$ cat src/rtl/noc_params.sv
// Shared NoC types and sizing: flit format, output ports, VC counts and the
// per-VC control state encoding used by the input VC bank.
package noc_params;

   localparam int unsigned VC_NUM    = 4;
   localparam int unsigned VC_DEPTH  = 4;
   // Wide enough for the largest supported bank (8 VCs), so an index past
   // N_VC is expressible on smaller banks and can be flagged.
   localparam int unsigned VC_SIZE   = 3;
   localparam int unsigned PAYLOAD_W = 16;

   typedef enum logic [1:0] {HEAD, BODY, TAIL, HEADTAIL} flit_label_t;

   typedef enum logic [2:0] {LOCAL, NORTH, SOUTH, WEST, EAST} port_t;

   typedef struct packed {
      flit_label_t            flit_label;
      logic [PAYLOAD_W-1:0]   data;
   } flit_t;

   typedef enum logic [1:0] {IDLE, RC, VA, SA} vc_state_t;

   function automatic logic is_head(input flit_label_t l);
      return (l == HEAD) || (l == HEADTAIL);
   endfunction

   function automatic logic is_tail(input flit_label_t l);
      return (l == TAIL) || (l == HEADTAIL);
   endfunction

endpackage

$ cat src/rtl/input_vc_bank_if.sv
// Upstream/switch-side signal bundle of the input VC bank.
// master: the side driving flits, grants and reads; slave: the bank itself.
interface input_vc_bank_if
   import noc_params::*;
#(
   parameter int unsigned N_VC = VC_NUM
);

   flit_t                           data_i;
   logic                            write_i;
   logic [VC_SIZE-1:0]              write_vc_i;
   port_t                           out_port_i;
   logic                            read_i;
   logic [VC_SIZE-1:0]              read_vc_i;
   logic [N_VC-1:0]                 vc_valid_i;
   logic [N_VC-1:0][VC_SIZE-1:0]    vc_new_i;

   flit_t                           data_o;
   logic [N_VC-1:0]                 is_full_o;
   logic [N_VC-1:0]                 is_empty_o;
   port_t [N_VC-1:0]                out_port_o;
   logic [N_VC-1:0][VC_SIZE-1:0]    downstream_vc_o;
   logic [N_VC-1:0]                 vc_request_o;
   logic [N_VC-1:0]                 switch_request_o;
   logic [N_VC-1:0]                 vc_allocatable_o;
   logic [N_VC-1:0]                 error_o;
   logic                            credit_o;
   logic [VC_SIZE-1:0]              credit_vc_o;

   modport master (
      output data_i, write_i, write_vc_i, out_port_i, read_i, read_vc_i,
             vc_valid_i, vc_new_i,
      input  data_o, is_full_o, is_empty_o, out_port_o, downstream_vc_o,
             vc_request_o, switch_request_o, vc_allocatable_o, error_o,
             credit_o, credit_vc_o
   );

   modport slave (
      input  data_i, write_i, write_vc_i, out_port_i, read_i, read_vc_i,
             vc_valid_i, vc_new_i,
      output data_o, is_full_o, is_empty_o, out_port_o, downstream_vc_o,
             vc_request_o, switch_request_o, vc_allocatable_o, error_o,
             credit_o, credit_vc_o
   );

endinterface

$ cat src/rtl/circular_buffer.sv
// First-word-fall-through flit FIFO for one VC; head is valid while non-empty.
module circular_buffer
   import noc_params::*;
#(
   parameter int unsigned BUFFER_SIZE = VC_DEPTH
) (
   input  logic  clk,
   input  logic  rst,
   input  flit_t data,
   input  logic  push,
   input  logic  pop,
   output flit_t head,
   output logic  is_full,
   output logic  is_empty
);

   localparam int unsigned PTR_W = $clog2(BUFFER_SIZE);

   flit_t            mem [BUFFER_SIZE];
   logic [PTR_W:0]   wr_ptr;
   logic [PTR_W:0]   rd_ptr;

   // flit storage, written at the tail slot
   always_ff @(posedge clk) begin
      if (push) mem[wr_ptr[PTR_W-1:0]] <= data;
   end

   // read/write pointers; the extra MSB separates full from empty
   always_ff @(posedge clk or posedge rst) begin
      if (rst) begin
         wr_ptr <= '0;
         rd_ptr <= '0;
      end else begin
         if (push) wr_ptr <= wr_ptr + (PTR_W+1)'(1);
         if (pop)  rd_ptr <= rd_ptr + (PTR_W+1)'(1);
      end
   end

   assign head     = mem[rd_ptr[PTR_W-1:0]];
   assign is_empty = (wr_ptr == rd_ptr);
   assign is_full  = (wr_ptr[PTR_W] != rd_ptr[PTR_W]) &&
                     (wr_ptr[PTR_W-1:0] == rd_ptr[PTR_W-1:0]);

endmodule

$ cat src/rtl/vc_ctrl_fsm.sv
// Per-VC packet control: route computation, VC allocation and switch
// allocation stages, plus protocol error detection for that VC.
module vc_ctrl_fsm
   import noc_params::*;
(
   input  logic               clk,
   input  logic               rst,
   input  logic               write_cmd,
   input  flit_label_t        write_label,
   input  port_t              route,
   input  logic               read_cmd,
   input  flit_label_t        head_label,
   input  logic               is_empty,
   input  logic               vc_valid,
   input  logic [VC_SIZE-1:0] vc_new,
   output port_t              out_port,
   output logic [VC_SIZE-1:0] downstream_vc,
   output logic               vc_request,
   output logic               switch_request,
   output logic               vc_allocatable,
   output logic               error,
   output logic               drop
);

   vc_state_t state;
   vc_state_t state_nxt;
   port_t     route_q;
   logic      tail_in;
   logic      err_nxt;
   logic      alloc_nxt;
   logic      bad_write;

   assign vc_request     = (state == VA);
   assign switch_request = (state == SA) && !is_empty;
   // A BODY/TAIL flit at the head in RC cannot start a packet; it is
   // discarded so the VC does not spin through RC on the same flit.
   assign drop           = (state == RC) && !is_empty && !is_head(head_label);
   assign bad_write      = write_cmd && (is_head(write_label) || tail_in);

   // next state and protocol error detection
   always_comb begin
      state_nxt = state;
      err_nxt   = 1'b0;
      alloc_nxt = 1'b0;
      case (state)
         IDLE: begin
            if (!is_empty) state_nxt = RC;
            if (vc_valid || read_cmd) err_nxt = 1'b1;
         end
         RC: begin
            if (vc_valid || read_cmd) err_nxt = 1'b1;
            if (is_empty) begin
               state_nxt = IDLE;
            end else if (is_head(head_label)) begin
               state_nxt = VA;
            end else begin
               state_nxt = IDLE;
               err_nxt   = 1'b1;
            end
         end
         VA: begin
            if (read_cmd || bad_write) err_nxt = 1'b1;
            if (vc_valid) state_nxt = SA;
         end
         SA: begin
            if (vc_valid || bad_write) err_nxt = 1'b1;
            if (read_cmd && is_tail(head_label)) begin
               state_nxt = IDLE;
               alloc_nxt = 1'b1;
            end
         end
         default: state_nxt = IDLE;
      endcase
   end

   // state, latched route, allocated VC and one-cycle status pulses
   always_ff @(posedge clk or posedge rst) begin
      if (rst) begin
         state          <= IDLE;
         route_q        <= LOCAL;
         out_port       <= LOCAL;
         downstream_vc  <= '0;
         tail_in        <= 1'b0;
         error          <= 1'b0;
         vc_allocatable <= 1'b0;
      end else begin
         state          <= state_nxt;
         error          <= err_nxt;
         vc_allocatable <= alloc_nxt;
         if (write_cmd && is_head(write_label) && (state == IDLE || state == RC))
            route_q <= route;
         if (state == RC && state_nxt == VA)
            out_port <= route_q;
         if (state == VA && vc_valid)
            downstream_vc <= vc_new;
         if (write_cmd && is_tail(write_label))
            tail_in <= 1'b1;
         else if ((read_cmd || drop) && is_tail(head_label))
            tail_in <= 1'b0;
      end
   end

endmodule

$ cat src/rtl/input_vc_bank.sv
// Input VC bank: one FIFO and one control FSM per virtual channel, a shared
// write port, a shared FWFT read port and credit return to upstream.
// Optional feature: define IVB_ERR_CNT_EN to add err_count_o, a saturating
// count of cycles with any error_o bit set.
module input_vc_bank
   import noc_params::*;
#(
   parameter int unsigned N_VC        = VC_NUM,
   parameter int unsigned BUFFER_SIZE = VC_DEPTH
) (
   input  logic               clk,
   input  logic               rst,
   input_vc_bank_if.slave     bus
`ifdef IVB_ERR_CNT_EN
   ,
   output logic [7:0]         err_count_o
`endif
);

   logic [N_VC-1:0] write_sel;
   logic [N_VC-1:0] read_sel;
   logic [N_VC-1:0] push;
   logic [N_VC-1:0] pop;
   logic [N_VC-1:0] drop;
   logic [N_VC-1:0] full;
   logic [N_VC-1:0] empty;
   logic [N_VC-1:0] fsm_err;
   flit_t           head [N_VC];
   logic            write_cmd;
   logic            read_cmd;
   logic            range_err;
   logic            range_err_q;

   // one-hot decode of write/read VC; all-zero means out of range
   always_comb begin
      write_sel = '0;
      read_sel  = '0;
      for (int unsigned k = 0; k < N_VC; k++) begin
         write_sel[k] = (bus.write_vc_i == k[VC_SIZE-1:0]);
         read_sel[k]  = (bus.read_vc_i == k[VC_SIZE-1:0]);
      end
   end

   // fullness is sampled before this cycle's read, so a full VC drops the write
   assign write_cmd = bus.write_i && |(write_sel & ~full);
   assign read_cmd  = bus.read_i && |(read_sel & ~empty);
   assign range_err = (bus.write_i && (write_sel == '0)) ||
                      (bus.read_i && (read_sel == '0));
   assign push      = write_sel & {N_VC{write_cmd}};
   assign pop       = (read_sel & {N_VC{read_cmd}}) | drop;

   // FWFT read mux
   always_comb begin
      bus.data_o = '0;
      for (int unsigned k = 0; k < N_VC; k++) begin
         if (read_sel[k]) bus.data_o = head[k];
      end
   end

   // credit return and registered out-of-range error
   always_ff @(posedge clk or posedge rst) begin
      if (rst) begin
         bus.credit_o    <= 1'b0;
         bus.credit_vc_o <= '0;
         range_err_q     <= 1'b0;
      end else begin
         bus.credit_o    <= read_cmd;
         bus.credit_vc_o <= read_cmd ? bus.read_vc_i : '0;
         range_err_q     <= range_err;
      end
   end

   assign bus.is_full_o  = full;
   assign bus.is_empty_o = empty;
   assign bus.error_o    = fsm_err | {{(N_VC-1){1'b0}}, range_err_q};

   for (genvar k = 0; k < N_VC; k++) begin : g_vc
      circular_buffer #(
         .BUFFER_SIZE (BUFFER_SIZE)
      ) u_buf (
         .clk      (clk),
         .rst      (rst),
         .data     (bus.data_i),
         .push     (push[k]),
         .pop      (pop[k]),
         .head     (head[k]),
         .is_full  (full[k]),
         .is_empty (empty[k])
      );

      vc_ctrl_fsm u_fsm (
         .clk            (clk),
         .rst            (rst),
         .write_cmd      (push[k]),
         .write_label    (bus.data_i.flit_label),
         .route          (bus.out_port_i),
         .read_cmd       (read_sel[k] & read_cmd),
         .head_label     (head[k].flit_label),
         .is_empty       (empty[k]),
         .vc_valid       (bus.vc_valid_i[k]),
         .vc_new         (bus.vc_new_i[k]),
         .out_port       (bus.out_port_o[k]),
         .downstream_vc  (bus.downstream_vc_o[k]),
         .vc_request     (bus.vc_request_o[k]),
         .switch_request (bus.switch_request_o[k]),
         .vc_allocatable (bus.vc_allocatable_o[k]),
         .error          (fsm_err[k]),
         .drop           (drop[k])
      );
   end

`ifdef IVB_ERR_CNT_EN
   // saturating count of cycles with any error flag raised
   always_ff @(posedge clk or posedge rst) begin
      if (rst)
         err_count_o <= '0;
      else if (|bus.error_o && (err_count_o != 8'hFF))
         err_count_o <= err_count_o + 8'd1;
   end
`endif

endmodule

$ cat src/flat_wrapper.sv
// flat-port wrapper written by rule: the top's interface ports become plain ports
module input_vc_bank_flat import noc_params::*;
#(
   parameter int unsigned N_VC        = VC_NUM,
   parameter int unsigned BUFFER_SIZE = VC_DEPTH
)
  (clk, rst, bus_data_i, bus_write_i, bus_write_vc_i, bus_out_port_i, bus_read_i, bus_read_vc_i, bus_vc_valid_i, bus_vc_new_i, bus_data_o, bus_is_full_o, bus_is_empty_o, bus_out_port_o, bus_downstream_vc_o, bus_vc_request_o, bus_switch_request_o, bus_vc_allocatable_o, bus_error_o, bus_credit_o, bus_credit_vc_o);
  input_vc_bank_if #(.N_VC(N_VC)) bus_i ();
  input  logic clk;
  input  logic rst;
  input wire logic [$bits(bus_i.data_i)-1:0] bus_data_i;
  input wire logic [$bits(bus_i.write_i)-1:0] bus_write_i;
  input wire logic [$bits(bus_i.write_vc_i)-1:0] bus_write_vc_i;
  input wire logic [$bits(bus_i.out_port_i)-1:0] bus_out_port_i;
  input wire logic [$bits(bus_i.read_i)-1:0] bus_read_i;
  input wire logic [$bits(bus_i.read_vc_i)-1:0] bus_read_vc_i;
  input wire logic [$bits(bus_i.vc_valid_i)-1:0] bus_vc_valid_i;
  input wire logic [$bits(bus_i.vc_new_i)-1:0] bus_vc_new_i;
  output wire logic [$bits(bus_i.data_o)-1:0] bus_data_o;
  output wire logic [$bits(bus_i.is_full_o)-1:0] bus_is_full_o;
  output wire logic [$bits(bus_i.is_empty_o)-1:0] bus_is_empty_o;
  output wire logic [$bits(bus_i.out_port_o)-1:0] bus_out_port_o;
  output wire logic [$bits(bus_i.downstream_vc_o)-1:0] bus_downstream_vc_o;
  output wire logic [$bits(bus_i.vc_request_o)-1:0] bus_vc_request_o;
  output wire logic [$bits(bus_i.switch_request_o)-1:0] bus_switch_request_o;
  output wire logic [$bits(bus_i.vc_allocatable_o)-1:0] bus_vc_allocatable_o;
  output wire logic [$bits(bus_i.error_o)-1:0] bus_error_o;
  output wire logic [$bits(bus_i.credit_o)-1:0] bus_credit_o;
  output wire logic [$bits(bus_i.credit_vc_o)-1:0] bus_credit_vc_o;
  assign bus_i.data_i = bus_data_i;
  assign bus_i.write_i = bus_write_i;
  assign bus_i.write_vc_i = bus_write_vc_i;
  assign bus_i.out_port_i = bus_out_port_i;
  assign bus_i.read_i = bus_read_i;
  assign bus_i.read_vc_i = bus_read_vc_i;
  assign bus_i.vc_valid_i = bus_vc_valid_i;
  assign bus_i.vc_new_i = bus_vc_new_i;
  assign bus_data_o = bus_i.data_o;
  assign bus_is_full_o = bus_i.is_full_o;
  assign bus_is_empty_o = bus_i.is_empty_o;
  assign bus_out_port_o = bus_i.out_port_o;
  assign bus_downstream_vc_o = bus_i.downstream_vc_o;
  assign bus_vc_request_o = bus_i.vc_request_o;
  assign bus_switch_request_o = bus_i.switch_request_o;
  assign bus_vc_allocatable_o = bus_i.vc_allocatable_o;
  assign bus_error_o = bus_i.error_o;
  assign bus_credit_o = bus_i.credit_o;
  assign bus_credit_vc_o = bus_i.credit_vc_o;
  input_vc_bank #(.N_VC(N_VC), .BUFFER_SIZE(BUFFER_SIZE)) u_core (.clk(clk), .rst(rst), .bus(bus_i));
endmodule
$ cat config.mk
export PLATFORM = sky130hd
export DESIGN_NAME = input_vc_bank_flat
export DESIGN_NICKNAME = d
export VERILOG_FILES = /design/src/rtl/noc_params.sv /design/src/rtl/input_vc_bank_if.sv /design/src/rtl/circular_buffer.sv /design/src/rtl/vc_ctrl_fsm.sv /design/src/rtl/input_vc_bank.sv /design/src/flat_wrapper.sv
export SDC_FILE = /design/constraint.sdc
export NUM_CORES = 1
export LEC_CHECK = 0
export ABC_AREA = 1
export BUFFER_PORTS_ARGS = -buffer_cell sky130_fd_sc_hd__buf_2
export CAP_MARGIN = 20
export CORE_MARGIN = 3
export CORE_UTILIZATION = 60
export DETAILED_ROUTE_END_ITERATION = 7
export GPL_TIMING_DRIVEN = 0
export PLACE_DENSITY_LB_ADDON = 0.25
export SLEW_MARGIN = 30
export SYNTH_ARGS = -nofsm -noshare
export SYNTH_HDL_FRONTEND = slang
export SYNTH_SLANG_ARGS = --single-unit
$ cat constraint.sdc
create_clock -name clk -period 3.05 [get_ports clk]
set_input_delay 0.61 -clock clk [delete_from_list [all_inputs] [get_ports clk]]
set_output_delay 0.61 -clock clk [all_outputs]
set_load 0.05 [all_outputs]
* Word level (Yosys, flattened, before mapping) *
Memory sizes are Yosys's and may differ from the RTL's.
Cells that the tools add are included.

operators by class
  mux-type cells = 77
  $add $sub $neg = 8
  bitwise gates (word level) = 12
  reductions and logical operators = 114
  equal/unequal tests = 44

operator list
  kind                                                 number
  2-to-1 mux 18 bit                                    4
  logical AND 1 bit                                    52
  equality test 2 bit, second input constant           22
  2-to-1 mux 1 bit                                     44
  2-to-1 mux 2 bit                                     20
  logical OR 1 bit                                     35
  one-hot mux 2 bit (4 select lines)                   4
  adder 3 x 1 -> 3 bit, second input constant          8
  logical NOT 2 bit                                    9
  bitwise AND 4 bit                                    4
  one-hot mux 1 bit (4 select lines)                   4
  equality test 3 x 2 -> 1 bit, second input constant  4
  equality test 3 bit                                  4
  equality test 2 x 1 -> 1 bit, second input constant  4
  equality test 2 bit                                  4
  logical NOT 1 bit                                    8
  logical NOT 4 bit                                    2
  NOT 4 bit                                            2
  nonzero test 2 bit                                   4
  OR reduction 4 bit                                   2
  equality test 3 x 1 -> 1 bit, second input constant  2
  logical NOT 3 bit                                    2
  bitwise AND 1 bit                                    4
  inequality test 1 bit                                4
  3 further kinds                                      3

storage, ports and cells
  RAM bits = 288
  memories kept = 4
  output and inout port bits = 70
  flip-flop bits (word level) = 85

memory list
  name                      words  bits a word  read ports  clocked after Yosys merged registers in  wr ports  RTL line               text
  u_core.g_vc[0].u_buf.mem  4      18           1           0                                        1         circular_buffer.sv:19  flit_t mem [BUFFER_SIZE];
  u_core.g_vc[1].u_buf.mem  4      18           1           0                                        1         circular_buffer.sv:19
  u_core.g_vc[2].u_buf.mem  4      18           1           0                                        1         circular_buffer.sv:19
  u_core.g_vc[3].u_buf.mem  4      18           1           0                                        1         circular_buffer.sv:19

* Depth between registers and ports, before layout *
  depth after elaboration = 11
  depth in mapped cells = 14
  gate-level depth less buffers = 13

* Cells and area by module *
From an unflattened synthesis, not the netlist that was laid out.

unflattened totals
  cell total of the unflattened synthesis = 1,508
  area total of the unflattened synthesis = 17,798.3 µm²

modules (own cells, without submodules)
  module                                   area each (µm²)  cells an instance  sequential area each (µm²)  instances
  circular_buffer                          3,513.4          253                2,312.2                     4
  vc_ctrl_fsm at u_core.g_vc[0].u_fsm ...  705.7            81                 350.3                       3
  input_vc_bank                            922.1            169                125.1                       1
  vc_ctrl_fsm at u_core.g_vc[3].u_fsm      705.7            84                 350.3                       1

* Least setup slack after synthesis *
No wires, ideal clock.

  kind = input port to flip-flop
  start point = input bus_write_vc_i[2]
  end point = memory u_core.g_vc[0].u_buf.mem[0][0] (netlist name), enable pin
  data required time = 2.657 ns
  stages = 7
  path slack = 0.316 ns
  library setup time = 0.393 ns
  arrival time = 2.341 ns
  path buffers = 1
  cells stage by stage = nor3_4 nand2_1 nand2_1 o21a_4 buf_12 nand2_8 nor2_1

on the way
  cells in the longest elaborated chain, start to end = 7

RTL lines
  what                                                  RTL line               text
  from (decl)                                           flat_wrapper.sv:13     input wire logic [$bits(bus_i.write_vc_i)-1:0] bus_write_vc_i;
  equality test 3 x 1 -> 1 bit (tied with other cells)  input_vc_bank.sv:39    write_sel[k] = (bus.write_vc_i == k[VC_SIZE-1:0]);
  bitwise AND 4 bit                                     input_vc_bank.sv:45    assign write_cmd = bus.write_i && |(write_sel & ~full);
  OR reduction 4 bit                                    input_vc_bank.sv:45
  logical AND 1 bit                                     input_vc_bank.sv:45
  bitwise AND 4 bit *                                   input_vc_bank.sv:49    assign push = write_sel & {N_VC{write_cmd}};
  2-to-1 mux 1 bit *                                    circular_buffer.sv:25  if (push) mem[wr_ptr[PTR_W-1:0]] <= data;
  2-to-1 mux 1 bit (not written as such) *              circular_buffer.sv:25
  to (decl)                                             circular_buffer.sv:19

Mark *: on every way between the ends. The rest lies on a longest branch, timed or not.

* Final worst setup path *
  start point = register u_core.g_vc[0].u_buf.rd_ptr[1]
  end point = output bus_data_o[2]

on the way
  cells in the longest elaborated chain, start to end = 5

RTL lines
  what                            RTL line               text
  from (decl)                     circular_buffer.sv:21  logic [PTR_W:0] rd_ptr;
  from (signal assigned)          circular_buffer.sv:35  if (pop) rd_ptr <= rd_ptr + (PTR_W+1)'(1);
  memory read (4 x 18 bit)        --
  2-to-1 mux 18 bit (4 in a row)  input_vc_bank.sv:56    if (read_sel[k]) bus.data_o = head[k];
  to (decl)                       flat_wrapper.sv:19     output wire logic [$bits(bus_i.data_o)-1:0] bus_data_o;

No other way between the ends.

==> qor.csv <==
metric,value,unit
All-Layer GR Usage,25.6,%
Crit path required time,2.44,ns
PD cells,954,mW/mm^2
Setup WS post-layout,0.0811,ns
n_diodes,0,
drt initial violations,1115,
arrival time worst endpoint,2.36,ns
Post-synth EDFFs,288,
DR pass1 iterations,6,
first-pass GRT wire length,56600,um
WP depth,8,
Psw,6.85,mW
Slew headroom,56.6,%
Crit Path Max Fanout,10,
H-tree depth,2,
initial core utilization,62.0,%
I/O pin total,117,
CP max stage cell,dfrtp_1,
top post-synthesis cells by count,"288 x edfxtp_1, 240 x nand2_1, 143 x nor2_1",
Via density,5.82,
most common cell in the netlist,edfxtp_1,
post-layout instance area,0.0183,mm^2
die area,0.0284,mm^2
clk_skew,0.0231,ns
area of the mapped netlist,0.0158,mm^2
Comb pwr share,37.9,%
CP endpoint kind,output pin,
"Clk Latency, worst-skew pair",0.53,ns
largest net degree at the start of global routing,71,
top cell type's share of synthesized area,54.6,%
drt drc,0,
Max Cap Viol,0,
Hold/Removal Path Class,input pin to async pin,
fillers,1721,
Netlist cell types,34,
Max Clock Freq,0.337,GHz
remaining global-route overflow,0,
die span in y,168,um
buffers and inverters on the worst path,4,
final wirelength,36400,um
CORE AREA,0.0255,mm^2
Lkg Pwr,7.41,nW
number of port buffers,115,
CP top delay family,buffers and inverters,
vias in the first global route,10660,
Total Nets Final,1602,
share of async-settable or async-resettable flops after synthesis,22.8,%
final hold vios,0,
GP Congestion,0.857,
Worst R2R Path Depth,11,
DR WL/cell,19.3,um
Synth warnings,0,
Post-DRT Antenna Nets,0,
Area Overhead vs Synth,15.6,%
vias,10943,
ys flop type,edfxtp_1,
Clock Power Share,25.6,%
"Avg Cell Area, Syn",11.6,um^2
sequential share of power,36.5,%
"FF+latch count, synth",373,
Clock Path Buffers,3,
status,"finished, final reports clean",
Synthesized Nets,1440,
internal power,10.6,mW
CTS root buf,clkbuf_16,
final setup vio count,0,
dpl cell area,0.0170,mm^2
switching part of the total,39.2,%
ratio of cells with drive above 1 in the final layout,20.5,%
initial antenna violation count,2,
CP cell instances,buf_2 > inv_1 > clkbuf_2 > o21ai_0 > o22ai_1 > nand2_1 > nand4_1 > buf_4,
Critical Path Max Stage Delay,0.38,ns
pre-CTS setup slack,0.0211,ns
CTS buffer count,39,
HPWL after DPL,24700,um
Yosys top cell by area,edfxtp_1,
Die Width,168,um
Tcrit/Tclk final,97.3,%
Final Max Tran Viols,0,
Peak VDD IR,0.772,mV
critical path type,flip-flop to output pin,
CTS tree,built,
register clock-pin slew on the reported worst setup and hold paths,0.06,ns
synth top area cells,"edfxtp_1 55%, dfrtp_1 13%, nand2_1 5.7%, o21ai_0 3.9%, nor2_1 3.4%",
Final min period,2.97,ns
Slew @ Worst Pin,0.650,ns
register area share after synthesis,68.1,%
Startpoint Class,flip-flop,
Mapped Cells,1363,
Core Rows,58,
clk sinks,373,
power groups by stage:
| stage | sequential (mW) | combinational [mW] | clock, mW |
|---|---|---|---|
| detailed placement | 6.46 | 6.43 | 0 |
| global placement | 6.42 | 6.19 | 0 |
| finish | 6.37 | 6.62 | 4.47 |
| floorplan | 6.92 | 4.20 | 0 |
| global route | 6.43 | 7.25 | 4.73 |
| CTS | 6.36 | 6.52 | 4.52 |
metrics by stage:
stage | hold slack [ns] | utilization [%] | std cells | power, mW | setup TNS, ns
final | 0.0120 | 71.6 | 1881 | 17.5 | 0
after global routing | 0.0173 | 71.6 | 1881 | 18.4 | -0.00377
after CTS | 0.00895 | 71.4 | 1880 | 17.4 | -0.00660
after detailed placement | 0.452 | 66.5 | 1815 | 12.9 | 0
after global placement | 0.447 | 65.8 | 1808 | 12.6 | -213.44
after floorplan | 0.434 | - | 1363 | 11.1 | 0
cell usage in the layout (no fill, tap or decap), types with 2 or more instances in the layout:
master,Yosys,layout
a21oi_1,18,18
buf_2,5,118
buf_4,23,26
buf_6,0,6
bufinv_16,0,2
clkbuf_1,48,14
clkbuf_16,0,39
clkbuf_2,0,24
clkbuf_4,0,15
clkbuf_8,0,4
clkinv_1,2,9
clkinv_2,0,6
clkinv_8,0,2
clkinvlp_4,0,2
dfrtp_1,85,84
edfxtp_1,288,288
ha_1,30,30
inv_1,97,93
inv_2,4,6
mux2_2,24,24
nand2_1,240,240
nand2_2,3,3
nand3_1,85,85
nand3_4,4,4
nand4_1,34,34
nor2_1,143,130
nor2_2,2,6
nor2_4,0,9
nor3_1,4,4
nor3_4,4,4
o21ai_0,122,122
o21ai_1,14,14
o22ai_1,53,53
or2_2,10,10
xnor2_1,5,5
xor2_1,8,8
layout make-up:
cell class,count,area (um^2),area share (%)
Sequential cell,373,10800,58.9
Multi-Input combinational cell,809,4340,23.7
Clock buffer,49,1050,5.76
Timing Repair Buffer,123,701,3.83
Buffer,76,463,2.53
Tap cell,330,413,2.26
Inverter,103,400,2.19
Clock inverter,18,151,0.827
flip-flops by register name (all words and copies together) (netlist names):
| signal | flops |
|---|---|
| u_core.g_vc.u_buf.rd_ptr | 12 |
| u_core.g_vc.u_fsm.downstream_vc | 12 |
| u_core.g_vc.u_buf.mem | 288 |
| u_core.bus.credit_o | 1 |
| u_core.g_vc.u_fsm.state | 8 |
| u_core.g_vc.u_fsm.tail_in | 4 |
| u_core.g_vc.u_buf.wr_ptr | 12 |
| u_core.g_vc.u_fsm.vc_allocatable | 4 |
| u_core.bus.credit_vc_o | 3 |
| u_core.range_err_q | 1 |
| u_core.g_vc.u_fsm.route_q | 12 |
| u_core.g_vc.u_fsm.out_port | 12 |
| u_core.g_vc.u_fsm.error | 4 |
kinds of logic after synthesis:
group | share of synthesized area, %
other | 0.0237
flip-flops | 68.1
adder cells (fa/ha/maj) | 2.37
XOR/XNOR | 0.719
buffers and inverters | 4.98
AND/OR/NAND/NOR | 15.0
AO/OA/AOI/OAI | 7.11
multiplexers | 1.71
what timing repair did:
item                       in CTS  in global routing
resized for setup              34                 51
hold buffers                    0                  0
setup endpoints to repair      17                 17
buffers inserted                0                  1
per-layer routing:
metal | up-vias | GRT usage, % | share of wire, %
met5 | - | 0 | 0.027
met4 | 2 | 11.0 | 3.9
met3 | 113 | 3.94 | 7.8
met2 | 502 | 41.6 | 48
met1 | 5277 | 34.8 | 40
li1 | 5049 | - | -
path summary, 6_finish.rpt:
check / start / endpoint / slack (ns)
setup / recovery: u_core.g_vc[0].u_buf.rd_ptr[1] / bus_data_o[2] / 0.08
min in group clk: bus_vc_new_i[8] / u_core.g_vc[2].u_fsm.downstream_vc[2] / 0.32
setup reg to reg: u_core.g_vc[2].u_buf.rd_ptr[1] / u_core.g_vc[0].u_buf.mem[2][9] / 0.41
hold reg to reg: u_core.g_vc[0].u_fsm.tail_in / u_core.g_vc[0].u_fsm.tail_in / 0.47
hold / removal: rst / u_core.bus.credit_vc_o[2] / 0.01
max in group asynchronous: rst / u_core.g_vc[1].u_buf.rd_ptr[0] / 2.45
worst reg2reg max path, stage by stage (launching register included):
cell        delay, ns
dfrtp_1          0.42
clkinvlp_4       0.23
nand2_1          0.10
nand2_1          0.07
nand3_1          0.14
nand2_1          0.12
nand2_1          0.13
o21a_4           0.17
buf_12           0.17
nand2_8          0.11
nor2_2           0.44
buf_6            0.25
No activity file was read; power rests on OpenSTA's default activity.
